**src/rtl/tlb_wrr_arbiter_pkg.sv**
```systemverilog
// Shared types and constants for the weighted round-robin DMA request arbiter.
// The ID width helper keeps single-bit IDs legal for the smallest configurations.
package tlb_wrr_arbiter_pkg;

   localparam int ARB_N_CH    = 4;
   localparam int DEF_WEIGHT  = 1;

   function automatic int id_width(input int n);
      return (n > 1) ? $clog2(n) : 1;
   endfunction

   typedef logic [id_width(ARB_N_CH)-1:0] arb_id_t;

endpackage

```
**src/rtl/tlb_wrr_seq_fifo.sv**
```systemverilog
// First-word-fall-through FIFO holding granted channel IDs in grant order.
// The caller never pushes when full nor pops when empty.
module tlb_wrr_seq_fifo #(
   parameter int DEPTH = 16,
   parameter int WIDTH = 2,
   localparam int AW   = $clog2(DEPTH),
   localparam int CW   = AW + 1
) (
   input  logic             aclk,
   input  logic             areset,
   input  logic             push,
   input  logic [WIDTH-1:0] push_data,
   input  logic             pop,
   output logic [WIDTH-1:0] head,
   output logic             empty,
   output logic [CW-1:0]    count
);

   logic [WIDTH-1:0] mem_reg [DEPTH];
   logic [AW-1:0]    wr_ptr_reg;
   logic [AW-1:0]    rd_ptr_reg;
   logic [CW-1:0]    count_reg;

   always_ff @(posedge aclk) begin
      if (push) begin
         mem_reg[wr_ptr_reg] <= push_data;
      end
   end

   always_ff @(posedge aclk or posedge areset) begin
      if (areset) begin
         wr_ptr_reg <= '0;
         rd_ptr_reg <= '0;
         count_reg  <= '0;
      end else begin
         if (push) wr_ptr_reg <= wr_ptr_reg + 1'b1;
         if (pop)  rd_ptr_reg <= rd_ptr_reg + 1'b1;
         if (push && !pop) begin
            count_reg <= count_reg + 1'b1;
         end else if (pop && !push) begin
            count_reg <= count_reg - 1'b1;
         end
      end
   end

   assign head  = mem_reg[rd_ptr_reg];
   assign empty = (count_reg == '0);
   assign count = count_reg;

endmodule

```
**src/rtl/tlb_wrr_arbiter.sv**
```systemverilog
// Weighted round-robin merge of per-region DMA request streams onto one request port,
// with per-channel outstanding caps and an in-order grant-ID stream for the data mux.
module tlb_wrr_arbiter
   import tlb_wrr_arbiter_pkg::*;
#(
   parameter int N_CH      = 4,
   parameter int REQ_BITS  = 128,
   parameter int W_BITS    = 4,
   parameter int MAX_OUT   = 8,
   parameter int SEQ_DEPTH = 16,
   parameter int ID_BITS   = id_width(N_CH)
) (
   input  logic                     aclk,
   input  logic                     areset,
   input  logic [N_CH-1:0]          s_req_valid,
   output logic [N_CH-1:0]          s_req_ready,
   input  logic [N_CH*REQ_BITS-1:0] s_req_data,
   input  logic [N_CH*W_BITS-1:0]   weight,
   output logic                     m_req_valid,
   input  logic                     m_req_ready,
   output logic [REQ_BITS-1:0]      m_req_data,
   output logic [ID_BITS-1:0]       m_req_id,
   input  logic                     done_valid,
   input  logic [ID_BITS-1:0]       done_id,
   output logic                     m_seq_valid,
   output logic [ID_BITS-1:0]       m_seq_id,
   input  logic                     m_seq_ready,
   output logic                     err_done
);

   localparam int OC_BITS = $clog2(MAX_OUT + 1);
   localparam int FC_BITS = $clog2(SEQ_DEPTH) + 1;
   localparam logic [OC_BITS-1:0] MAX_OUT_C   = OC_BITS'(MAX_OUT);
   localparam logic [FC_BITS-1:0] SEQ_DEPTH_C = FC_BITS'(SEQ_DEPTH);
   localparam logic [ID_BITS:0]   N_CH_C      = (ID_BITS + 1)'(N_CH);

   logic [W_BITS-1:0]   w_ch   [N_CH];
   logic [REQ_BITS-1:0] req_ch [N_CH];
   logic [OC_BITS-1:0]  out_cnt_reg [N_CH];
   logic [N_CH-1:0]     eligible;
   logic [N_CH-1:0]     cnt_inc;
   logic [N_CH-1:0]     cnt_dec;

   logic [ID_BITS-1:0]  cur_reg, cur_next;
   logic [W_BITS-1:0]   bcnt_reg, bcnt_next;
   logic                m_req_valid_reg;
   logic [REQ_BITS-1:0] m_req_data_reg;
   logic [ID_BITS-1:0]  m_req_id_reg;
   logic                err_done_reg;

   logic                can_issue;
   logic                grant_any;
   logic [ID_BITS-1:0]  grant_id;
   logic [ID_BITS:0]    scan_pos;

   logic                fifo_empty;
   logic [FC_BITS-1:0]  fifo_count;
   logic                fifo_pop;

   for (genvar gi = 0; gi < N_CH; gi++) begin : g_ch
      assign w_ch[gi]        = weight[gi*W_BITS +: W_BITS];
      assign req_ch[gi]      = s_req_data[gi*REQ_BITS +: REQ_BITS];
      assign eligible[gi]    = s_req_valid[gi] && (w_ch[gi] != '0) && (out_cnt_reg[gi] < MAX_OUT_C);
      assign s_req_ready[gi] = grant_any && (grant_id == ID_BITS'(gi));
      assign cnt_inc[gi]     = s_req_ready[gi];
      // A completion only counts against a channel that actually has something in flight.
      assign cnt_dec[gi]     = done_valid && (done_id == ID_BITS'(gi)) && (out_cnt_reg[gi] != '0);
   end

   // Holding reset off the grant path keeps every ready low while reset is applied.
   assign can_issue = !areset && (!m_req_valid_reg || m_req_ready) && (fifo_count < SEQ_DEPTH_C);

   always_comb begin
      grant_any = 1'b0;
      grant_id  = cur_reg;
      cur_next  = cur_reg;
      bcnt_next = bcnt_reg;
      scan_pos  = '0;
      if (can_issue) begin
         if (eligible[cur_reg] && (bcnt_reg < w_ch[cur_reg])) begin
            grant_any = 1'b1;
            bcnt_next = bcnt_reg + 1'b1;
         end else begin
            // Walk from farthest to nearest so the closest eligible channel after cur wins.
            for (int k = N_CH; k >= 1; k--) begin
               scan_pos = {1'b0, cur_reg} + (ID_BITS + 1)'(k);
               if (scan_pos >= N_CH_C) scan_pos = scan_pos - N_CH_C;
               if (eligible[scan_pos[ID_BITS-1:0]]) begin
                  grant_any = 1'b1;
                  grant_id  = scan_pos[ID_BITS-1:0];
               end
            end
            if (grant_any) begin
               cur_next  = grant_id;
               bcnt_next = W_BITS'(1);
            end
         end
      end
   end

   always_ff @(posedge aclk or posedge areset) begin
      if (areset) begin
         cur_reg         <= '0;
         bcnt_reg        <= '0;
         m_req_valid_reg <= 1'b0;
         m_req_data_reg  <= '0;
         m_req_id_reg    <= '0;
         err_done_reg    <= 1'b0;
      end else begin
         cur_reg  <= cur_next;
         bcnt_reg <= bcnt_next;
         if (grant_any) begin
            m_req_valid_reg <= 1'b1;
            m_req_data_reg  <= req_ch[grant_id];
            m_req_id_reg    <= grant_id;
         end else if (m_req_ready) begin
            m_req_valid_reg <= 1'b0;
         end
         if (done_valid && !(|cnt_dec)) err_done_reg <= 1'b1;
      end
   end

   always_ff @(posedge aclk or posedge areset) begin
      if (areset) begin
         for (int i = 0; i < N_CH; i++) out_cnt_reg[i] <= '0;
      end else begin
         for (int i = 0; i < N_CH; i++) begin
            if (cnt_inc[i] && !cnt_dec[i]) begin
               out_cnt_reg[i] <= out_cnt_reg[i] + 1'b1;
            end else if (cnt_dec[i] && !cnt_inc[i]) begin
               out_cnt_reg[i] <= out_cnt_reg[i] - 1'b1;
            end
         end
      end
   end

   assign fifo_pop = m_seq_ready && !fifo_empty;

   tlb_wrr_seq_fifo #(
      .DEPTH (SEQ_DEPTH),
      .WIDTH (ID_BITS)
   ) u_seq_fifo (
      .aclk      (aclk),
      .areset    (areset),
      .push      (grant_any),
      .push_data (grant_id),
      .pop       (fifo_pop),
      .head      (m_seq_id),
      .empty     (fifo_empty),
      .count     (fifo_count)
   );

   assign m_req_valid = m_req_valid_reg;
   assign m_req_data  = m_req_data_reg;
   assign m_req_id    = m_req_id_reg;
   assign m_seq_valid = !fifo_empty;
   assign err_done    = err_done_reg;

endmodule
```
**config.mk**
```make
export PLATFORM = sky130hd
export DESIGN_NAME = tlb_wrr_arbiter
export DESIGN_NICKNAME = d
export VERILOG_FILES = /design/src/rtl/tlb_wrr_arbiter_pkg.sv /design/src/rtl/tlb_wrr_seq_fifo.sv /design/src/rtl/tlb_wrr_arbiter.sv
export SDC_FILE = /design/constraint.sdc
export NUM_CORES = 1
export LEC_CHECK = 0
export BUFFER_PORTS_ARGS = -buffer_cell sky130_fd_sc_hd__buf_2
export CORE_AREA = 2 2 261 263
export DETAILED_ROUTE_END_ITERATION = 16
export DIE_AREA = 0 0 263 265
export SYNTH_ARGS = -nofsm -noshare
export SYNTH_HDL_FRONTEND = slang
export SYNTH_SLANG_ARGS = --single-unit
```
**constraint.sdc**
```tcl
create_clock -name aclk -period 6.2 [get_ports aclk]
set_input_delay 0.31 -clock aclk [delete_from_list [all_inputs] [get_ports aclk]]
set_output_delay 0.31 -clock aclk [all_outputs]
set_load 0.1 [all_outputs]
```
# ---- After elaboration in Yosys (flattened, before gate mapping)
# Memories as Yosys holds them, arrays and structs flattened.
# Cells that the tools add are included.
dict set report totals {
  ram_bits 32
  latchBits 0
  rom_bits 0
  mem_count 1
  in_bits 539
  out_inout_bits 139
  regBits 167
  elab_cells 190
}
# memory words width read_ports rd_clocked_by_memory_dff write_ports line_no
set memory_table {}
lappend memory_table {u_seq_fifo.mem_reg 16 2 1 0 1 tlb_wrr_seq_fifo.sv:19} ;# logic [WIDTH-1:0] mem_reg [DEPTH];
dict set report classes {
  muxes 58
  order_cmp 17
  n_bitwise 3
  add_sub_neg 21
  reduce_logical 71
  div_mod_pow 0
  n_mul 0
  shift 0
  eq_ne 6
}
# cell n
set op_table {}
lappend op_table {{$bmux W128 S2} 1}
lappend op_table {{$mux W128} 2}
lappend op_table {{$mux W4} 12}
lappend op_table {{$mux W2} 18}
lappend op_table {{$logic_and A1 B1 Y1} 35}
lappend op_table {{$reduce_bool A4 Y1} 8}
lappend op_table {{$add A4 B1 Y4 const B} 7}
lappend op_table {{$ge A3 B3 Y1 const B} 6}
lappend op_table {{$mux W1} 17}
lappend op_table {{$lt A4 B4 Y1 const B} 4}
lappend op_table {{$sub A4 B1 Y4 const B} 4}
lappend op_table {{$lt A2 B3 Y1 const B} 5}
lappend op_table {{$logic_not A1 Y1} 14}
lappend op_table {{$reduce_bool A2 Y1} 7}
lappend op_table {{$bmux W1 S2} 5}
lappend op_table {{$mux W5} 2}
lappend op_table {{$bmux W4 S2} 1}
lappend op_table {{$eq A2 B2 Y1 const B} 4}
lappend op_table {{$sub A2 B1 Y2 const B} 4}
lappend op_table {{$add A2 B2 Y3 const B} 2}
lappend op_table {{$not A2 Y3} 2}
lappend op_table {{$add A5 B1 Y5 const B} 1}
lappend op_table {{$logic_not A5 Y1} 1}
lappend op_table {{$lt A5 B5 Y1 const B} 1}
lappend op_table {{11 further kinds} 13}

# ---- Depth between registers and ports, before layout
# Gate-level depths: netlist (run 1).
dict set report depth {
  ltp_word 23
  ltp_mapped 24
  mapped_depth_nobuf 19
}

# ---- Cells and area by module
# A second synthesis (run 1) with hierarchy kept.
dict set report unflattened {
  cells_unflattened 1680
  hier_area_um2 15105.7
}
# module seq_area_each_um2 instances cells_per_inst area_per_inst_um2
set modules_own_cells {}
lappend modules_own_cells {tlb_wrr_arbiter 3853.7 1 1544 13007.5}
lappend modules_own_cells {tlb_wrr_seq_fifo 1286.2 1 136 2098.3}

# ---- Least setup slack after synthesis (run 1)
# No wires, ideal clock.
dict set report synth_timing {
  path_kind {flip-flop to flip-flop}
  start {register cur_reg[0]}
  end {register out_cnt_reg[15] (netlist name)}
  path_buffers 3
  setup_slack_ns -0.705
  stages_incl_launch_ff 22
  synth_period_minus_slack_ns 6.905
  setup_time_ns 0.125
  arrival_ns 6.780
  t_required_ns 6.075
  path_cell_list {dfrtp_1 clkbuf_1 mux4_2 inv_1 ha_1 a21oi_1 nor2b_1 or3_1 o32a_1 nand2_2 buf_4 clkbuf_1 inv_1 nor3_1 ha_1 inv_1 ha_1 a21o_1 a21oi_1 xnor2_1 nor2_1 xor2_1}
}
dict set report synth_via {
  word_cells_on_any_way 61
  cone_classes {add/sub: 8; order compare: 5; mux: 40; bitwise: 1; reduce/logical: 7}
}
# item line_no
set synth_lines {}
lappend synth_lines {{start, declared} tlb_wrr_arbiter.sv:44} ;# logic [ID_BITS-1:0] cur_reg, cur_next;
lappend synth_lines {{start signal, assigned} tlb_wrr_arbiter.sv:110} ;# cur_reg <= cur_next;
lappend synth_lines {{$add A2 B3 Y3} tlb_wrr_arbiter.sv:86} ;# scan_pos = {1'b0, cur_reg} + (ID_BITS + 1)'(k);
lappend synth_lines {{$ge A3 B3 Y1 / $sub A2 B1 Y2 (equally long branches)} tlb_wrr_arbiter.sv:87} ;# if (scan_pos >= N_CH_C) scan_pos = scan_pos - N_CH_C;
lappend synth_lines {{$mux W2} tlb_wrr_arbiter.sv:87}
lappend synth_lines {{$mux W2} tlb_wrr_arbiter.sv:80} ;# if (eligible[cur_reg] && (bcnt_reg < w_ch[cur_reg])) begin
lappend synth_lines {{$mux W2} tlb_wrr_arbiter.sv:79} ;# if (can_issue) begin
lappend synth_lines {{$bmux W1 S2} tlb_wrr_arbiter.sv:88} ;# if (eligible[scan_pos[ID_BITS-1:0]]) begin
lappend synth_lines {{$mux W1 (not written as such)} tlb_wrr_arbiter.sv:88}
lappend synth_lines {{$mux W2 (4 in a row)} tlb_wrr_arbiter.sv:88}
lappend synth_lines {{$mux W2 *} tlb_wrr_arbiter.sv:80}
lappend synth_lines {{$mux W2 *} tlb_wrr_arbiter.sv:79}
lappend synth_lines {{named net grant_id[1]} tlb_wrr_arbiter.sv:53} ;# logic [ID_BITS-1:0] grant_id;
lappend synth_lines {{$logic_not A2 Y1 *} tlb_wrr_arbiter.sv:64} ;# assign s_req_ready[gi] = grant_any && (grant_id == ID_BITS'(gi));
lappend synth_lines {{$logic_and A1 B1 Y1 *} tlb_wrr_arbiter.sv:64}
lappend synth_lines {{named net s_req_ready[0]} tlb_wrr_arbiter.sv:16} ;# output logic [N_CH-1:0] s_req_ready,
lappend synth_lines {{$logic_not A1 Y1} tlb_wrr_arbiter.sv:130} ;# end else if (cnt_dec[i] && !cnt_inc[i]) begin
lappend synth_lines {{$logic_and A1 B1 Y1} tlb_wrr_arbiter.sv:130}
lappend synth_lines {{$reduce_bool A2 Y1 (no source line)} -}
lappend synth_lines {{end signal, assigned by index} tlb_wrr_arbiter.sv:129} ;# out_cnt_reg[i] <= out_cnt_reg[i] + 1'b1;
lappend synth_lines {{end signal, assigned by index} tlb_wrr_arbiter.sv:131} ;# out_cnt_reg[i] <= out_cnt_reg[i] - 1'b1;
lappend synth_lines {{end, declared} tlb_wrr_arbiter.sv:39} ;# logic [OC_BITS-1:0] out_cnt_reg [N_CH];
# Mark *: on every way through the listed nets, which the timed path passes. The rest lies on a longest branch. The select of a mux whose other input is x is not followed.
# A chain may end at the register's enable or synchronous reset.

# ---- Final worst setup path (run 1)
dict set report layout_timing {
  start {register cur_reg[0]}
  end {register out_cnt_reg[15] (netlist name)}
}
dict set report layout_via {
  elab_chain_len 19
  word_cells_on_any_way 61
  cone_classes {add/sub: 8; order compare: 5; mux: 40; bitwise: 1; reduce/logical: 7}
}
# item line_no
set layout_lines {}
lappend layout_lines {{$add A2 B3 Y3} tlb_wrr_arbiter.sv:86}
lappend layout_lines {{$ge A3 B3 Y1 / $sub A2 B1 Y2 (equally long branches)} tlb_wrr_arbiter.sv:87}
lappend layout_lines {{$mux W2} tlb_wrr_arbiter.sv:87}
lappend layout_lines {{$mux W2} tlb_wrr_arbiter.sv:80}
lappend layout_lines {{$mux W2} tlb_wrr_arbiter.sv:79}
lappend layout_lines {{$bmux W1 S2} tlb_wrr_arbiter.sv:88}
lappend layout_lines {{$mux W1 (not written as such)} tlb_wrr_arbiter.sv:88}
lappend layout_lines {{$mux W1 (4 in a row)} tlb_wrr_arbiter.sv:88}
lappend layout_lines {{$mux W1} tlb_wrr_arbiter.sv:80}
lappend layout_lines {{$mux W1} tlb_wrr_arbiter.sv:79}
lappend layout_lines {{$mux W1} tlb_wrr_arbiter.sv:80}
lappend layout_lines {{$mux W1} tlb_wrr_arbiter.sv:79}
lappend layout_lines {{$logic_and A1 B1 Y1 *} tlb_wrr_arbiter.sv:64}
lappend layout_lines {{$logic_not A1 Y1} tlb_wrr_arbiter.sv:130}
lappend layout_lines {{$logic_and A1 B1 Y1} tlb_wrr_arbiter.sv:130}
lappend layout_lines {{$reduce_bool A2 Y1 (no source line)} -}
# Every way passes the cells marked *; elsewhere a longest branch is shown, timed or not. The select of a mux whose other input is x is not followed.

==> results by stage, run 1 <==
Routing:
- Once detail routing completed, the nets flagged for antenna violations numbered 0.
- Before antenna repair, the detailed router went through 5 iterations.
- The via count is 14500.
- The detail-routed net length per standard cell is 22.7 um.
- The routed wire length is 64500 um.
- The remaining routing DRC violations is 0.
- In the routed layout, each cell is associated on average with a via count of 5.12.
- After the first detailed-routing iteration, the DRC count stood at approximately 1000.

Worst setup path:
- The endpoint arrival time on the critical path is 5.44 ns.
- The worst register-to-register path has a depth of 18.
- The element type at the critical path start is a flip-flop.
- The worst setup path is captured at a flip-flop.
- Of all nets on the critical path, the largest fanout is 14.
- The required time at the endpoint of the critical path is 6.59 ns.
- The classification of the worst setup path is flip-flop to flip-flop.

Floorplanning:
- The area enclosed by the die boundary is 0.0697 mm2.
- In this run the standard cell core region covers 0.0668 mm2.
- The I/O pin count is 678.
- The horizontal extent of the die is 263 um.
- The initialized floorplan defines 95 standard-cell rows.
- In this run the vertical extent of the chip is about 270 um.
- Once the floorplan was initialized, standard cells occupied 20.9% of the core.

Clock network:
- The H-tree was split into 4 levels.
- The master cell of the clock root buffer is sky130_fd_sc_hd__clkbuf_16.
- Buffers added to address setup during post-CTS repair amount to 0.
- The maximum buffer depth of the clock tree is 2.
- The clock latency on the worst-skew pair is 0.50 ns.
- The post-CTS resize count is 0.
- Clock tree synthesis found a total of 199 sinks.
- After clock tree synthesis, the clock-pin slew on the worst setup and hold paths is 0.09 ns.
- The clock tree from TritonCTS is built.
- The number of buffers added by the clock tree synthesis step is 17.

Synthesis:
- The synthesized design spends more area on one cell type than any other, namely sky130_fd_sc_hd__dfrtp_1.
- The fraction of post-synthesis cell area in the top cell type by area is between 20% and 30%.
- Synthesis instantiated 61 different standard cells from the library.
- The cell count after synthesis is about 1400.
- Counting flops with an async set or reset pin after synthesis yields a share of 83.9%.
- After synthesis, flip-flops and latches occupy a little under two fifths of the total area.
- The most used flip-flop cell after synthesis is sky130_fd_sc_hd__dfrtp_1.
- Counting every net in the synthesized netlist gives 1954.
- The average footprint of a synthesized cell is between 10 and 15 um2.
- The Yosys warning count is 0.
- After synthesis, the cell types taking the most area are sky130_fd_sc_hd__dfrtp_1 30%, sky130_fd_sc_hd__and3_1 12%, sky130_fd_sc_hd__a221oi_2 11%.
- The flop and latch count out of synthesis is just under 200.
- The number of enable-type register cells in the synthesized netlist is 32.
- The cell area after technology mapping is 0.0139 mm2.

Placement:
- In this run, placement finished with an instance count of 2781.
- The congestion estimate from routability-driven global placement came to 0.851.
- The count of input and output buffers is about 680.
- Detailed placement finished with a half-perimeter wire length of 47500 um.
- The placement-stage cell area is 0.0179 mm2.

Cells and area:
- The area growth from synthesis to layout is 33.8%.
- The filler-free cell count of the finished design is 2836.
- Cells fill between 20 and 30% of the core in the end.
- The number of flip-flops under the largest register name is 128.
- After routing the design area is 0.0186 mm2.
- The final layout contains ~2500 nets.
- The share of layout cells above drive strength 1 is 44.9%.

Power and ir drop:
- After layout, the design draws a total of 12800 uW.
- For this design the ratio of total power to cell area is 685 mW/mm2.
- Across the VDD grid, the largest voltage drop is 0.401 mV.
- The analysis attributes to cell leakage a power of 0.00873 uW.

Global routing:
- The first-pass GRT wire length is about 93000 um.
- The initial antenna violation count is 42.
- The pin count of the biggest net entering global routing is 127.
- The via count of the first global-routing pass was 14000.
- The overall overflow remaining after global route is 0.
- Across every metal layer, demand over resource in global routing totals 17.9%.

Outcome:
- The flow ran to the end, and the final reports show no timing, DRC or antenna violations.

Worst hold path:
- Counting instances, the worst hold path has a depth of 3.
- The class of the most critical hold timing path is primary input to flip-flop.

Timing:
- The number of pins with negative max-slew slack in the final report was 0.
- The final worst clock skew is 0.0267 ns.
- Setup repair after global routing left no endpoint under its margin.
- Based on the critical path, the design can be clocked at up to 198 MHz.
- The worst pin sits at a relative slew slack of 31.8%.
- Setup violations remaining at the end of the flow were counted as 0.
- The final period demand of the worst path is 5.05 ns.
- The number of hold violations in the final report is 0.
- The fraction of the cycle the final worst path needs is 81.5%.
- For the pin with the worst max-slew slack, the measured transition is 1.02 ns.

Run:
- Across the run, the number of max-cap violations was 0.
==> area by class of cell <==
cell class                 instances  area, um2
antenna                           22       55.1
clock buffer                      17        425
clock inverter                    15        199
fill                            7186      48200
inverter                          17       71.3
multi-input combinational        990       7930
sequential                       199       5140
tap                              873       1090
timing repair buffer             703       3720
==> cell usage in the layout, fill, tap and decap left out, types with 7 or more instances in the layout <==
master                      netlist  layout
sky130_fd_sc_hd__clkbuf_16        0      17
sky130_fd_sc_hd__a2111oi_0      119     118
sky130_fd_sc_hd__nor3_1          12      12
sky130_fd_sc_hd__inv_1           17      16
sky130_fd_sc_hd__buf_12           0      11
sky130_fd_sc_hd__and3_1         260     260
sky130_fd_sc_hd__buf_4           10      14
sky130_fd_sc_hd__nand2_1        146     146
sky130_fd_sc_hd__o31ai_1        129     128
sky130_fd_sc_hd__a2111oi_1        9       9
sky130_fd_sc_hd__buf_2           20     677
sky130_fd_sc_hd__a221oi_2       101     101
sky130_fd_sc_hd__mux4_2          14      14
sky130_fd_sc_hd__a21o_1           7       7
sky130_fd_sc_hd__ha_1            25      25
sky130_fd_sc_hd__a21oi_1          8       8
sky130_fd_sc_hd__a221oi_1        27      27
sky130_fd_sc_hd__xnor2_1         20      20
sky130_fd_sc_hd__diode_2          0      22
sky130_fd_sc_hd__dfrtp_1        167     167
sky130_fd_sc_hd__o21ai_0          9       9
sky130_fd_sc_hd__xor2_1           7       7
sky130_fd_sc_hd__and2_1          11      11
sky130_fd_sc_hd__nor2_1          15      15
sky130_fd_sc_hd__edfxtp_1        32      32
==> report_power, final <==
group	leakage, uW	internal, uW	switching [uW]
registers	0.00235	1920	430
logic	0.00608	2400	6790
clock network	0.000303	563	669
total	0.00873	4880	7890
==> critical path, stage by stage, from the launching register on <==
cell and delay, ns:
sky130_fd_sc_hd__dfrtp_1 0.78, sky130_fd_sc_hd__mux4_2 0.59, sky130_fd_sc_hd__inv_1 0.08, sky130_fd_sc_hd__ha_1 0.14, sky130_fd_sc_hd__nand3_1 0.07, sky130_fd_sc_hd__nor3_1 0.63
sky130_fd_sc_hd__o31ai_2 0.25, sky130_fd_sc_hd__o31a_2 0.44, sky130_fd_sc_hd__nor2_2 0.21, sky130_fd_sc_hd__inv_1 0.09, sky130_fd_sc_hd__nor3_1 0.32, sky130_fd_sc_hd__ha_1 0.26
sky130_fd_sc_hd__inv_1 0.09, sky130_fd_sc_hd__ha_1 0.27, sky130_fd_sc_hd__a21o_1 0.18, sky130_fd_sc_hd__a21oi_1 0.19, sky130_fd_sc_hd__xnor2_1 0.14, sky130_fd_sc_hd__nor2_1 0.06
sky130_fd_sc_hd__xor2_1 0.14
==> final timing paths <==
| kind | from | to | slack [ns] |
|---|---|---|---|
| setup / recovery | cur_reg[0] | out_cnt_reg[15] | 1.15 |
| hold / removal | m_seq_ready | u_seq_fifo.rd_ptr_reg[2] | 0.09 |
| setup reg to reg | cur_reg[0] | out_cnt_reg[15] | 1.15 |
| hold reg to reg | m_req_data[47] | m_req_data[47] | 0.48 |
| max in group asynchronous | areset | m_req_data[30] | 4.41 |
| min in group asynchronous | areset | m_req_data[82] | 0.49 |
==> Yosys cell counts (17+ instances only) <==
| master | number |
|---|---|
| sky130_fd_sc_hd__ha_1 | 25 |
| sky130_fd_sc_hd__edfxtp_1 | 32 |
| sky130_fd_sc_hd__a221oi_2 | 101 |
| sky130_fd_sc_hd__nand2_1 | 146 |
| sky130_fd_sc_hd__xnor2_1 | 20 |
| sky130_fd_sc_hd__clkbuf_1 | 130 |
| sky130_fd_sc_hd__a2111oi_0 | 119 |
| sky130_fd_sc_hd__o31ai_1 | 129 |
| sky130_fd_sc_hd__dfrtp_1 | 167 |
| sky130_fd_sc_hd__inv_1 | 17 |
| sky130_fd_sc_hd__buf_6 | 17 |
| sky130_fd_sc_hd__a221oi_1 | 27 |
| sky130_fd_sc_hd__and3_1 | 260 |
| sky130_fd_sc_hd__buf_2 | 20 |
==> timing repair <==
action,CTS,global route
hold endpoints to repair,0,7
endpoints found under the setup margin,0,0
hold buffers,0,1
==> routing by layer <==
| layer | track usage (%) | share of wire (%) | vias up |
|---|---|---|---|
| li1 | - | - | 6668 |
| met1 | 22.2 | 41 | 6986 |
| met2 | 28.1 | 46 | 745 |
| met3 | 5.04 | 8.1 | 119 |
| met4 | 9.61 | 4.3 | 12 |
| met5 | 0 | 0.10 | - |
==> stage by stage <==
step | TNS, ns | hold WS (ns) | setup WS (ns)
after global routing | 0 | 0.0874 | 0.765
after global placement | 0 | 0.453 | 1.30
after floorplan | -5.62 | 0.465 | -0.705
after detailed placement | 0 | 0.461 | 1.17
after CTS | 0 | 0.00934 | 1.16
final | 0 | 0.0921 | 1.15
==> cell families after synthesis <==
family / synth area share, %
AND/OR/NAND/NOR: 19.0
AO/OA/AOI/OAI: 29.9
flip-flops: 36.9
buffers and inverters: 6.65
adder cells (fa/ha/maj): 2.96
XOR/XNOR: 1.70
multiplexers: 2.89
Note: power is estimated with default switching activity, not from simulation.
==> inputs of run 2 (changes only) <==
--- a/config.mk
+++ b/config.mk
@@ -5,10 +5,11 @@
 export SDC_FILE = /design/constraint.sdc
 export NUM_CORES = 1
 export LEC_CHECK = 0
+export ABC_AREA = 1
 export BUFFER_PORTS_ARGS = -buffer_cell sky130_fd_sc_hd__buf_2
-export CORE_AREA = 2 2 261 263
+export CORE_AREA = 2 2 263 265
 export DETAILED_ROUTE_END_ITERATION = 16
-export DIE_AREA = 0 0 263 265
+export DIE_AREA = 0 0 265 267
 export SYNTH_ARGS = -nofsm -noshare
 export SYNTH_HDL_FRONTEND = slang
 export SYNTH_SLANG_ARGS = --single-unit
==> constraint.sdc (replaced) <==
create_clock -name aclk -period 4.8 [get_ports aclk]
set_input_delay 0.24 -clock aclk [delete_from_list [all_inputs] [get_ports aclk]]
set_output_delay 0.24 -clock aclk [all_outputs]
set_load 0.1 [all_outputs]
==> run 2 against run 1 <==
  * Critical path depth up 5
  * Area after synthesis up 7.5%
  * Clock power up 28%
  * Largest cell class unchanged
==> results by stage, run 2 <==
Outcome:
- The run finished with clean final reports.

Timing:
- For this run, the top clock speed supported by timing is ~260 MHz.
- Of the available clock period, the critical path in the final layout requires between 80 and 90%.
- The number of hold violations in the final report is 0.
- The headroom to the max-slew limit is 18.4%.
- At the pin with the least slew margin, the transition time is 1.22 ns.
- Setup repair after global routing left no endpoint under its margin.
- Across all setup checks in the final design, the least slack found is 0.917 ns.
- Setup violations remaining at the end of the flow were counted as 0.
- The final period demand of the worst path is 3.88 ns.
- The final worst clock skew is ~0.017 ns.
- The number of pins with negative max-slew slack in the final report is 0.

Worst setup path:
- The slowest stage of the critical path is the sky130_fd_sc_hd__dfrtp_1 cell.
- STA classifies the critical path endpoint as a flip-flop.
- For the worst setup path, the data required time is 5.16 ns.
- The cell family contributing the most delay on the critical path is simple AND/OR/NAND/NOR gates.
- The beginning of the critical path is cur_reg[0].
- The worst register-to-register path has a setup slack of just over 0.9 ns.
- The cell depth of the worst setup path is 23.
- The signal on the critical path passes through buf_4 > nand2_1 > inv_1 > a221oi_1 > ha_1 > a21oi_1 > nand2_1 > nor2_1 > nand2_2 > nand2_4 > nand2_1 > o21ai_4 > inv_4 > nor3_4 > ha_1 > inv_1 > ha_1 > a21o_1 > a21oi_1 > nand2_1 > nand2_1 > nor2_1 > xor2_1.
- The worst register-to-register path ends at out_cnt_reg[3].
- The critical path ends at out_cnt_reg[3].
- The worst register-to-register path begins at cur_reg[0].
- The largest fanout on the critical path is 13.
- The critical path is of the flip-flop to flip-flop type.
- The number of buffer and inverter instances along the worst setup path is 4.
- The largest incremental delay on the critical path is between 0.3 and 0.4 ns.
- The endpoint arrival time on the critical path is ~4.3 ns.
- The element type at the critical path start is a flip-flop.
- The number of cells on the worst reg-to-reg path is 23.
- The cell with the most instances on the worst path is sky130_fd_sc_hd__nand2_1.

Routing:
- The DRC violation total after the first TritonRoute iteration is 1043.
- For this run, design rule violations remaining after detail routing come to 0.
- The via count is ~17000.
- The routed wire length is 60800 um.
- The detailed-router iteration count before antenna repair is 5.
- Dividing the detail-routed wire length by the instance count gives ~16 um.
- The average via count per standard cell is about 4.5.
- The number of antenna-violating nets in the routed design is 0.

Power and ir drop:
- The design draws approximately 17000 uW.
- The total power divided by cell area is just under 900 mW/mm2.
- Across the VDD grid, the largest voltage drop is 0.514 mV.
- For this design the static power due to leakage is 0.0118 uW.

Synthesis:
- The post-synthesis async set-or-reset flop share is between 80% and 90%.
- sky130_fd_sc_hd__dfrtp_1 takes more of the synthesized area than any other cell.
- The cell count after synthesis is 2397.
- The synthesized design contains 199 register bits.
- Summed over its instances, the top area cell type makes up 27.9% of the synthesized netlist area.
- The number of different library cells used by synthesis comes to 36.
- For this run, the number of Yosys warnings is 0.
- The cell area that synthesis handed to floorplanning was 0.0150 mm2.
- Sequential cells were found to cover approximately 34% of the synthesized design area.
- The number of enable-type register cells in the synthesized netlist is 32.
- By area the synthesized netlist is led by sky130_fd_sc_hd__dfrtp_1 28%, sky130_fd_sc_hd__nand2_1 25%, sky130_fd_sc_hd__nand3_1 18%.
- Yosys instantiated no cell more often than sky130_fd_sc_hd__nand2_1.
- The average instance in the mapped netlist occupies 6.25 um2.
- Synthesis produced a netlist with a net count of 2966.
- Ranked by instance count, the synthesized netlist is headed by 1002 x sky130_fd_sc_hd__nand2_1, 532 x sky130_fd_sc_hd__nand3_1, 296 x sky130_fd_sc_hd__inv_1.
- For this run, the leading register cell type out of synthesis is sky130_fd_sc_hd__dfrtp_1.

Clock network:
- Clock-pin slew was measured on the worst setup and hold paths at 0.08 ns.
- The clock tree from TritonCTS is built.
- The number of buffers added by the clock tree synthesis step is 17.
- The number of clock sinks is between 150 and 200.
- The longest clock path from root to sink contains 2 buffers.
- The master cell of the clock root buffer is sky130_fd_sc_hd__clkbuf_16.
- For the worst-skew pair, the clock arrives at the later sink with an insertion delay of 0.48 ns.
- The H-tree generated during clock tree synthesis spans 4 levels.

Floorplanning:
- The floorplan die height is 267 um.
- The area enclosed by the die boundary is between 0.07 and 0.08 mm2.
- The I/O pin count is 678.
- In this run the horizontal extent of the chip is 265 um.
- Once the floorplan was initialized, standard cells occupied 22.0% of the core.
- The total area inside the core boundary comes to roughly 0.068 mm2.
- The row count is 96.

Cells and area:
- The net count reported at finish is 3524.
- The number of flip-flops under the largest register name is 128.
- The post-layout instance area is 0.0197 mm2.
- In the final layout, the share of cells above drive strength 1 is 25.5%.
- Relative to the synthesized area, the layout overhead comes to 31.3%.
- The final core utilization is 28.9%.
- The most frequent standard cell in the layout excluding fill and tap cells is sky130_fd_sc_hd__nand2_1.
- Leaving out fill and tap cells, the most frequent cells in the layout are 1000 x sky130_fd_sc_hd__nand2_1, 673 x sky130_fd_sc_hd__buf_2, 532 x sky130_fd_sc_hd__nand3_1.

Placement:
- In this run the cell area measured after placement is ~0.019 mm2.
- The post-DP HPWL is ~45000 um.
- The congestion estimate from routability-driven global placement came to 0.898.
- The worst slack at placement is 0.882 ns.
- In this run the tool buffered the top-level ports with 677 buffer cells.

Global routing:
- The first-pass GRT wire length is 91000 um.
- Global routing finished with a remaining overflow of 0.
- The via count of the first global-routing pass is about 16000.
- Global routing used between 10% and 20% of the available tracks.
- The initial antenna violation count is 14.
- Entering global routing, the biggest net connects 172 pins.

Run:
- The number of maximum-capacitance constraint violations is 0.

Worst hold path:
- The class of the most critical hold timing path is primary input to flip-flop.
==> run 2: how the worst min path moves through the flow <==
| stage | cells after the start | endpoint | startpoint |
|---|---|---|---|
| after CTS | 3 | err_done | done_valid |
| after global placement | 2 | u_seq_fifo.count[4] | areset |
| after detailed placement | 2 | m_req_valid | areset |
| final | 3 | err_done | done_valid |
| after floorplan | 1 | m_req_valid | m_req_ready |
| after global routing | 3 | err_done | done_valid |
==> run 2: what timing repair did <==
action                    in CTS  in global routing
hold buffers                   2                  0
setup buffers                  0                  0
gates resized for setup        0                  0
hold endpoints to repair      81                  0
==> run 2: layout make-up <==
| class | count | area [um2] |
|---|---|---|
| sequential | 199 | 5140 |
| antenna | 3 | 7.51 |
| inverter | 305 | 1160 |
| fill | 7642 | 48300 |
| clock inverter | 15 | 215 |
| multi-input combinational | 1730 | 7920 |
| timing repair buffer | 702 | 3720 |
| tap | 882 | 1100 |
| clock buffer | 17 | 425 |
==> run 2: per-layer routing <==
layer / track usage (%) / up-vias / wire length, um / share of wire, %
met5: 0 / - / 112 / 0.18
met2: 27.2 / 675 / 28500 / 47
met1: 20.8 / 7829 / 25900 / 43
met3: 3.87 / 100 / 3930 / 6.5
li1: - / 8588 / - / -
met4: 7.13 / 18 / 2290 / 3.8
==> run 2: power by group <==
part           switching [uW]  internal, uW  leakage (uW)
sequential                511          2480       0.00236
clock                     803           768      0.000310
combinational            9620          2930       0.00918
==> run 2: metrics by stage <==
stage / std cells / TNS (ns) / hold WS, ns
after floorplan: 2397 / -0.161 / 0.321
after CTS: 3850 / 0 / 0.0314
after detailed placement: 3816 / 0 / 0.406
final: 3853 / 0 / 0.0817
after global routing: 3853 / 0 / 0.0536
after global placement: 3816 / 0 / 0.395
==> run 2: worst register-to-register path: stages (launching register included) <==
cell and delay, ns:
sky130_fd_sc_hd__dfrtp_1 0.39, sky130_fd_sc_hd__buf_4 0.20, sky130_fd_sc_hd__nand2_1 0.07, sky130_fd_sc_hd__inv_1 0.07, sky130_fd_sc_hd__a221oi_1 0.33, sky130_fd_sc_hd__ha_1 0.31
sky130_fd_sc_hd__a21oi_1 0.14, sky130_fd_sc_hd__nand2_1 0.06, sky130_fd_sc_hd__nor2_1 0.14, sky130_fd_sc_hd__nand2_2 0.10, sky130_fd_sc_hd__nand2_4 0.16, sky130_fd_sc_hd__nand2_1 0.13
sky130_fd_sc_hd__o21ai_4 0.13, sky130_fd_sc_hd__inv_4 0.09, sky130_fd_sc_hd__nor3_4 0.23, sky130_fd_sc_hd__ha_1 0.22, sky130_fd_sc_hd__inv_1 0.09, sky130_fd_sc_hd__ha_1 0.28
sky130_fd_sc_hd__a21o_1 0.18, sky130_fd_sc_hd__a21oi_1 0.16, sky130_fd_sc_hd__nand2_1 0.07, sky130_fd_sc_hd__nand2_1 0.06, sky130_fd_sc_hd__nor2_1 0.04, sky130_fd_sc_hd__xor2_1 0.13
==> run 2: kinds of logic (layout without fill, tap and decap cells) <==
logic type / after synthesis / after routing / synth area share, %
simple gates: 1607 / 1607 / 45.2
buf+inv: 468 / 1039 / 13.5
flops: 199 / 199 / 34.3
compound gates: 64 / 64 / 2.51
fa+ha+maj: 30 / 30 / 2.76
xor+xnor: 21 / 21 / 1.23
mux: 8 / 8 / 0.534
other cells: 0 / 3 / 0
